===== src/rtl/div_pkg.sv =====
// Shared definitions for the switch/button divider and its sibling multiplier.
//   div_state_e      : controller state encoding (IDLE / CALC / DONE; 2'b11 unused)
//   DIV_ZERO_PATTERN : LED pattern shown after a divide by zero (all ones);
//                      wide enough for any WIDTH up to MAX_WIDTH, users slice it.
package div_pkg;

  localparam int MAX_WIDTH = 32;

  typedef enum logic [1:0] {
    IDLE = 2'b00,
    CALC = 2'b01,
    DONE = 2'b10
  } div_state_e;

  localparam logic [2*MAX_WIDTH-1:0] DIV_ZERO_PATTERN = '1;

endpackage


===== src/rtl/button_edge_sync.sv =====
// Push-button front end: two-flop synchronizer followed by a one-flop edge
// register, producing a single-cycle pulse per press.
//   clock    : system clock
//   reset_n  : asynchronous active-low reset (all flops cleared)
//   btn_in   : raw asynchronous button, active-high
//   btn_rise : one-cycle pulse on each synchronized rising edge
module button_edge_sync (
  input  logic clock,
  input  logic reset_n,
  input  logic btn_in,
  output logic btn_rise
);

  logic sync1_q, sync1_d;
  logic sync2_q, sync2_d;
  logic prev_q,  prev_d;

  always_comb begin
    sync1_d = btn_in;
    sync2_d = sync1_q;
    prev_d  = sync2_q;
  end

  always_ff @(posedge clock or negedge reset_n) begin
    if (!reset_n) begin
      sync1_q <= 1'b0;
      sync2_q <= 1'b0;
      prev_q  <= 1'b0;
    end else begin
      sync1_q <= sync1_d;
      sync2_q <= sync2_d;
      prev_q  <= prev_d;
    end
  end

  // A held button leaves sync2 and prev both high, so no retrigger.
  assign btn_rise = sync2_q & ~prev_q;

endmodule


===== src/rtl/button_divider.sv =====
// Board-level restoring divider. A centre-button press captures
// dividend/divisor from the switches, resolves one quotient bit per clock,
// and shows {quotient, remainder} on the LEDs until the next press clears them.
//   clock   : system clock
//   reset_n : asynchronous active-low reset
//   sw      : sw[2W-1:W] = dividend, sw[W-1:0] = divisor (unsigned)
//   btnC    : raw push button, active-high
//   led     : led[2W-1:W] = quotient, led[W-1:0] = remainder;
//             all ones after a divide by zero, zero while idle/computing
//
// Handshake: there is no valid/ready pair; a start request is the one-cycle
// btn_rise pulse, accepted only in IDLE, and the result is "valid" exactly
// while the controller sits in DONE. Requests in CALC or DONE are not queued.
// The controller state is visible on the internal state_q register.
module button_divider
  import div_pkg::*;
#(
  parameter int WIDTH = 8
) (
  input  logic               clock,
  input  logic               reset_n,
  input  logic [2*WIDTH-1:0] sw,
  input  logic               btnC,
  output logic [2*WIDTH-1:0] led
);

  localparam int CNT_W = $clog2(WIDTH + 1);
  localparam logic [CNT_W-1:0] LAST_CNT = CNT_W'(WIDTH - 1);

  logic btn_rise;

  button_edge_sync u_btn (
    .clock    (clock),
    .reset_n  (reset_n),
    .btn_in   (btnC),
    .btn_rise (btn_rise)
  );

  div_state_e         state_q, state_d;
  logic [WIDTH-1:0]   dvd_q, dvd_d;
  logic [WIDTH-1:0]   dvs_q, dvs_d;
  logic [WIDTH-1:0]   rem_q, rem_d;
  logic [WIDTH-1:0]   quo_q, quo_d;
  logic [CNT_W-1:0]   cnt_q, cnt_d;
  logic [2*WIDTH-1:0] led_q, led_d;

  // One restoring step at W+1 bits: the shifted partial remainder can reach
  // 2*divisor-1, which needs the extra bit before the compare.
  logic [WIDTH:0]     r_ext;
  logic [WIDTH:0]     r_sub;
  logic               r_ge;
  logic [WIDTH-1:0]   rem_next;
  logic [WIDTH-1:0]   quo_next;

  always_comb begin
    r_ext    = {rem_q, dvd_q[WIDTH-1]};
    r_sub    = r_ext - {1'b0, dvs_q};
    r_ge     = (r_ext >= {1'b0, dvs_q});
    // When r_ge is low, r_ext < divisor so it fits in WIDTH bits.
    rem_next = r_ge ? r_sub[WIDTH-1:0] : r_ext[WIDTH-1:0];
    quo_next = {quo_q[WIDTH-2:0], r_ge};
  end

  always_comb begin
    state_d = state_q;
    dvd_d   = dvd_q;
    dvs_d   = dvs_q;
    rem_d   = rem_q;
    quo_d   = quo_q;
    cnt_d   = cnt_q;
    led_d   = led_q;

    case (state_q)
      IDLE: begin
        led_d = '0;
        if (btn_rise) begin
          dvd_d = sw[2*WIDTH-1:WIDTH];
          dvs_d = sw[WIDTH-1:0];
          rem_d = '0;
          quo_d = '0;
          cnt_d = '0;
          if (sw[WIDTH-1:0] == '0) begin
            // Skip the iteration entirely; the loop would produce garbage.
            state_d = DONE;
            led_d   = DIV_ZERO_PATTERN[2*WIDTH-1:0];
          end else begin
            state_d = CALC;
          end
        end
      end

      CALC: begin
        dvd_d = dvd_q << 1;
        rem_d = rem_next;
        quo_d = quo_next;
        cnt_d = cnt_q + 1'b1;
        if (cnt_q == LAST_CNT) begin
          led_d   = {quo_next, rem_next};
          state_d = DONE;
        end
      end

      DONE: begin
        if (btn_rise) begin
          led_d   = '0;
          state_d = IDLE;
        end
      end

      default: begin
        state_d = IDLE;
        led_d   = '0;
      end
    endcase
  end

  always_ff @(posedge clock or negedge reset_n) begin
    if (!reset_n) begin
      state_q <= IDLE;
      dvd_q   <= '0;
      dvs_q   <= '0;
      rem_q   <= '0;
      quo_q   <= '0;
      cnt_q   <= '0;
      led_q   <= '0;
    end else begin
      state_q <= state_d;
      dvd_q   <= dvd_d;
      dvs_q   <= dvs_d;
      rem_q   <= rem_d;
      quo_q   <= quo_d;
      cnt_q   <= cnt_d;
      led_q   <= led_d;
    end
  end

  assign led = led_q;

endmodule


===== config.mk =====
export PLATFORM = sky130hd
export DESIGN_NAME = button_divider
export DESIGN_NICKNAME = d
export VERILOG_FILES = /design/src/rtl/div_pkg.sv /design/src/rtl/button_edge_sync.sv /design/src/rtl/button_divider.sv
export SDC_FILE = /design/constraint.sdc
export NUM_CORES = 1
export LEC_CHECK = 0
export ABC_AREA = 1
export CAP_MARGIN = 30
export CORE_MARGIN = 2
export CORE_UTILIZATION = 55
export DETAILED_ROUTE_END_ITERATION = 7
export HOLD_SLACK_MARGIN = 0.06
export PLACE_DENSITY = 0.79
export REMOVE_ABC_BUFFERS = 1
export SLEW_MARGIN = 10
export SYNTH_ARGS = -nofsm -noshare
export SYNTH_HDL_FRONTEND = slang
export SYNTH_SLANG_ARGS = --single-unit

===== constraint.sdc =====
create_clock -name clock -period 4.5 [get_ports clock]
set_clock_uncertainty 0.15 [all_clocks]
set_input_delay 0.9 -clock clock [delete_from_list [all_inputs] [get_ports clock]]
set_output_delay 0.9 -clock clock [all_outputs]
set_load 0.02 [all_outputs]

-- Word-level counts from Yosys, hierarchy flattened
Index checks and enable logic that the tools add are counted.
W data, S select, Z words.
- logic and storage cells: 46
- latch bits: 0
- input port bits: 19
- bits in writable memories: 0
- memories kept: 0
- bits in registers: 56
- output and inout port bits: 16
- ROM bits: 0
- $mul: 0
- bitwise operators: 2
- reductions and logical operators: 7
- muxes and demuxes: 18
- shift-type cells: 0
- equality and inequality tests: 6
- magnitude comparators: 1
- div/mod/pow operators: 0
- $add $sub $neg: 2
- operator list (operator ; count):
    $mux W16 ; 4
    $pmux W16 S3 ; 1
    $pmux W8 S2 ; 2
    $mux W8 ; 3
    $pmux W7 S2 ; 1
    $ge A9 B8 Y1 ; 1
    $logic_not A8 Y1 ; 1
    $mux W2 ; 4
    $pmux W4 S2 ; 1
    $sub A8 B8 Y8 ; 1
    $ne A2 B2 Y1 const B ; 3
    $pmux W2 S3 ; 1
    $reduce_and A2 Y1 ; 3
    $add A4 B1 Y4 const B ; 1
    $eq A4 B3 Y1 const B ; 1
    $mux W4 ; 1
    $reduce_and A3 Y1 ; 1
    $eq A2 B1 Y1 const B ; 1
    $eq A2 B2 Y1 const B ; 1
    $logic_not A2 Y1 ; 1
    $reduce_bool A2 Y1 ; 1
    $and A1 B1 Y1 ; 1
    $not A1 Y1 ; 1

-- Longest topological paths before layout
- depth after elaboration: 4
- depth in mapped cells: 14
- mapped depth without buffers: 14

-- Modules after synthesis
From an unflattened synthesis, not the netlist that was laid out.
- cell total of the unflattened synthesis: 344
- area total of the unflattened synthesis: 2812.7 um^2
- modules (own cells, without submodules) (module ; seq. area each (um^2) ; area each (um^2) ; instances ; cells each):
    button_divider ; 1326.3 ; 2727.6 ; 1 ; 339
    button_edge_sync ; 75.1 ; 85.1 ; 1 ; 5

-- Worst setup path after synthesis
Ideal clock, no wire load.
- path kind: input-to-reg
- from: in sw[1]
- to: reg led_q[0], in the netlist led[0]
- stages: 8
- setup slack: 2.633 ns
- arrival time: 1.652 ns
- data required time: 4.285 ns
- path buffers: 1
- cells stage by stage: nor2_1 > nand3_1 > nor3_2 > nand2_2 > buf_6 > nand2_1 > nand2_1 > nand2_1
- cells in the longest elaborated chain, start to end: 4
- ends and longest elaborated chain (element ; RTL line ; source):
    start, declared ; button_divider.sv:22 ; input logic [2*WIDTH-1:0] sw,
    $logic_not A8 Y1 ; button_divider.sv:82 ; if (sw[WIDTH-1:0] == '0) begin
    $mux W16 ; button_divider.sv:82 ;
    $mux W16 ; button_divider.sv:76 ; if (btn_rise) begin
    $pmux W16 S3 ; button_divider.sv:73 ; case (state_q)
    end signal, assigned ; button_divider.sv:133 ; led_q <= led_d;
    end, declared ; button_divider.sv:45 ; logic [2*WIDTH-1:0] led_q, led_d;
Every way passes these cells.
A chain may end at the register's enable or synchronous reset.

-- Worst setup path in the final report
- from: reg state_q[1]
- to: reg led_q[4], in the netlist led[4]
- cells in the longest elaborated chain, start to end: 3
- ends and longest elaborated chain (element ; RTL line ; source):
    start, declared ; button_divider.sv:39 ; div_state_e state_q, state_d;
    start signal, assigned ; button_divider.sv:127 ; state_q <= state_d;
    $eq A2 B1 Y1 or $eq A2 B2 Y1 (tied branches) ; button_divider.sv:73 ;
    $ne A2 B2 Y1 (no source line) ; -- ;
    $reduce_and A2 Y1 (no source line) ; -- ;
Several ways; a longest one is shown, not always the timed one.

==> flow_metrics.env <==
export IMPL_finalSetupViolations=0
export IMPL_hpwl_mm=3.96
export IMPL_timing_rr_start="state_q[1]$_DFFE_PN0P_"
export IMPL_rsz0062_at_grt="no"
export IMPL_synth_top_area_share_pct=49.1
export IMPL_ys_top_cells_by_count="nand2_1, dfrtp_1, inv_1"
export IMPL_rows=26
export IMPL_grt_max_degree=36
export IMPL_drt_iter0_drc=125
export IMPL_drt_wl_total_mm=5.80
export IMPL_die_h_um=76.0
export IMPL_tns_ns=0
export IMPL_instances_no_fill=444
export IMPL_relSlewSlack_pct=44.9
export IMPL_place_congestion=0.766
export IMPL_status="completed"
export IMPL_grt_pass1_vias=2200
export IMPL_first_pass_iters=4
export IMPL_cp_max_fo=35
export IMPL_post_cts_resized=0
export IMPL_crit_required_ns=4.54
export IMPL_clock_path_buffers=2
export IMPL_cts_root_buf="clkbuf_8"
export IMPL_startpoint_type="flip-flop"
export IMPL_antenna_found_initial=0
export IMPL_irDropWorstVdd_mv=0.350
export IMPL_cts_sinks=56
export IMPL_hold_viol=0
export IMPL_holdBufCountCts=0
export IMPL_power_density_nw_per_um2=745
export IMPL_rr_endpoint="led[4]$_DFFE_PN0P_"
export IMPL_timing_max_cap_violations=0
export IMPL_synthArstFlopShare_pct=100
export IMPL_yosysSeqAreaShare_pct=49.1
export IMPL_holdWs_ns=0.210
export IMPL_cts_tree="built"
export IMPL_ff2ff_path_depth=6
export IMPL_grt_pass1_wl_mm=9.99
export IMPL_cts_setup_buffers=0
export IMPL_worstMarginPinSlew_ns=0.825
export IMPL_path_class="reg -> reg"
export IMPL_synth_seq_cells=56
export IMPL_dp_cells=437
export IMPL_post_route_period_util_pct=57.0
export IMPL_drv_slew=0
export IMPL_multi_input_area_um2=1230
export IMPL_worstPathArrival_ns=2.61
export IMPL_core_um2=5040
export IMPL_synth_distinct_cells=35
export IMPL_h_tree_depth=2
export IMPL_synth_top_area_cell="dfrtp_1"
export IMPL_worstSetupEndpointType="flip-flop"
export IMPL_finalPower_mw=2.47
export IMPL_numCtsBuffers=5
export IMPL_vias_per_cell=5.09
export IMPL_track_usage_pct=21.1
export IMPL_io_pins=35
export IMPL_ant_nets=0
export IMPL_initial_utilization_pct=56.6
export IMPL_diodes=0
export IMPL_synth_ff_type="dfrtp_1"
export IMPL_drc_errors=0
export IMPL_wire_per_inst_um=13.1
export IMPL_whs_path_depth=0
export IMPL_synth_most_common_cell="nand2_1"
export IMPL_route_vias_total=2260
export IMPL_syn_area_um2=2850
export IMPL_hold_class="reg -> reg"
export IMPL_r2r_slack_ns=1.94
export IMPL_final_min_clock_period_ns=2.56
export IMPL_yosysWarningCount=0
export IMPL_synth_edf_count=0
export IMPL_drive_gt1_share_pct=8.29
export IMPL_areaGrowthSynthToFinish_pct=16.2
export IMPL_ys_top_cells_by_area="dfrtp_1, nand2_1, inv_1"
export IMPL_p_leak_nw=1.75
export IMPL_die_area_um2=5780
export IMPL_fillers=436
export IMPL_min_to="u_btn.prev_d$_DFF_PN0_"
export IMPL_clk_latency_ns=0.31
export IMPL_seq_area_um2=1400
export IMPL_nets=403
export IMPL_portBuffers=34
export IMPL_grt_overflow=0
export IMPL_min_delay_start="u_btn.sync1_q$_DFF_PN0_"
export IMPL_synthCells=341
export IMPL_clk_pin_slew_worst_paths_ns=0.09
export IMPL_syn_area_per_cell_um2=8.37
export IMPL_max_clock_freq_mhz=390
export IMPL_dieWidth_um=76.0
==> worst max-delay path: stages, from the launching register on <==
cell and delay [ns]:
dfrtp_1 0.44, nor2_4 0.67, o21ai_2 0.18, nand2_2 0.39
clkinv_1 0.38, nand2_1 0.17, nand2_1 0.06
==> routing by layer <==
metal	track usage (%)	vias up	wire (µm)
met5	0	-	0
met2	33.6	49	2640
li1	-	1153	-
met1	29.6	1054	2780
met4	5.82	0	55
met3	4.62	4	322
==> state kept, by name, indices dropped and copies added, names as in the netlist <==
| register | count |
|---|---|
| rem_q | 8 |
| dvd_q | 8 |
| led | 16 |
| dvs_q | 8 |
| u_btn.prev_d | 1 |
| quo_q | 7 |
| u_btn.sync1_q | 1 |
| cnt_q | 4 |
| u_btn.prev_q | 1 |
| state_q | 2 |
==> stage by stage <==
step / setup slack, ns / cell area, µm² / utilization, %
2_1_floorplan: 2.51 / 2790 / -
3_3_place_gp: 1.90 / 3220 / 63.8
3_5_place_dp: 1.88 / 3220 / 63.8
4_1_cts: 1.93 / 3320 / 65.8
5_1_grt: 1.73 / 3320 / 65.8
6_report: 1.94 / 3320 / 65.8
==> cell usage in the layout, fill, tap and decap left out, types with 2 or more instances in the layout <==
master	instances
ha_1	9
nand2_1	114
clkbuf_8	7
o21ai_2	2
nor2_4	2
nand2_2	5
dfrtp_1	56
o211ai_1	7
a21oi_1	13
clkdlybuf4s50_1	33
nor2_1	13
nand3_2	4
a21o_1	6
nand3_1	19
o21ai_0	24
inv_1	38
nand2_4	2
xor2_1	2
nor3_2	2
inv_2	2
==> where the power goes <==
part	internal [mW]	switching [mW]
sequential	0.697	0.105
clock	0.138	0.154
combinational	0.501	0.875
total	1.34	1.13
==> worst max path at each step <==
| stage | from | slack (ns) | cells after the start | end |
|---|---|---|---|---|
| CTS | state_q[1]$_DFFE_PN0P_ | 1.93 | 6 | led[0]$_DFFE_PN0P_ |
| global placement | sw[1] | 1.90 | 7 | led[13]$_DFFE_PN0P_ |
| finish | state_q[1]$_DFFE_PN0P_ | 1.94 | 6 | led[4]$_DFFE_PN0P_ |
| detailed placement | sw[1] | 1.88 | 7 | led[10]$_DFFE_PN0P_ |
| floorplan | state_q[1]$_DFFE_PN0P_ | 2.51 | 6 | led[0]$_DFFE_PN0P_ |
| global route | state_q[0]$_DFFE_PN0P_ | 1.73 | 7 | led[0]$_DFFE_PN0P_ |
==> cells by family after synthesis <==
family / count (synthesis) / synth area share [%]
adder cells (fa/ha/maj): 10 / 4.65
AND/OR/NAND/NOR: 166 / 26.0
buffers and inverters: 50 / 7.67
AO/OA/AOI/OAI: 56 / 11.6
XOR/XNOR: 3 / 0.921
flip-flops: 56 / 49.1
==> final cells by class <==
class / instances / share of cell area [%]
Clock buffer: 7 / 2.91
Inverter: 41 / 4.64
Multi-Input combinational cell: 235 / 37.2
Sequential cell: 56 / 42.3
Tap cell: 70 / 2.64
Timing Repair Buffer: 35 / 10.3
Power figures use the tool's default switching activity.
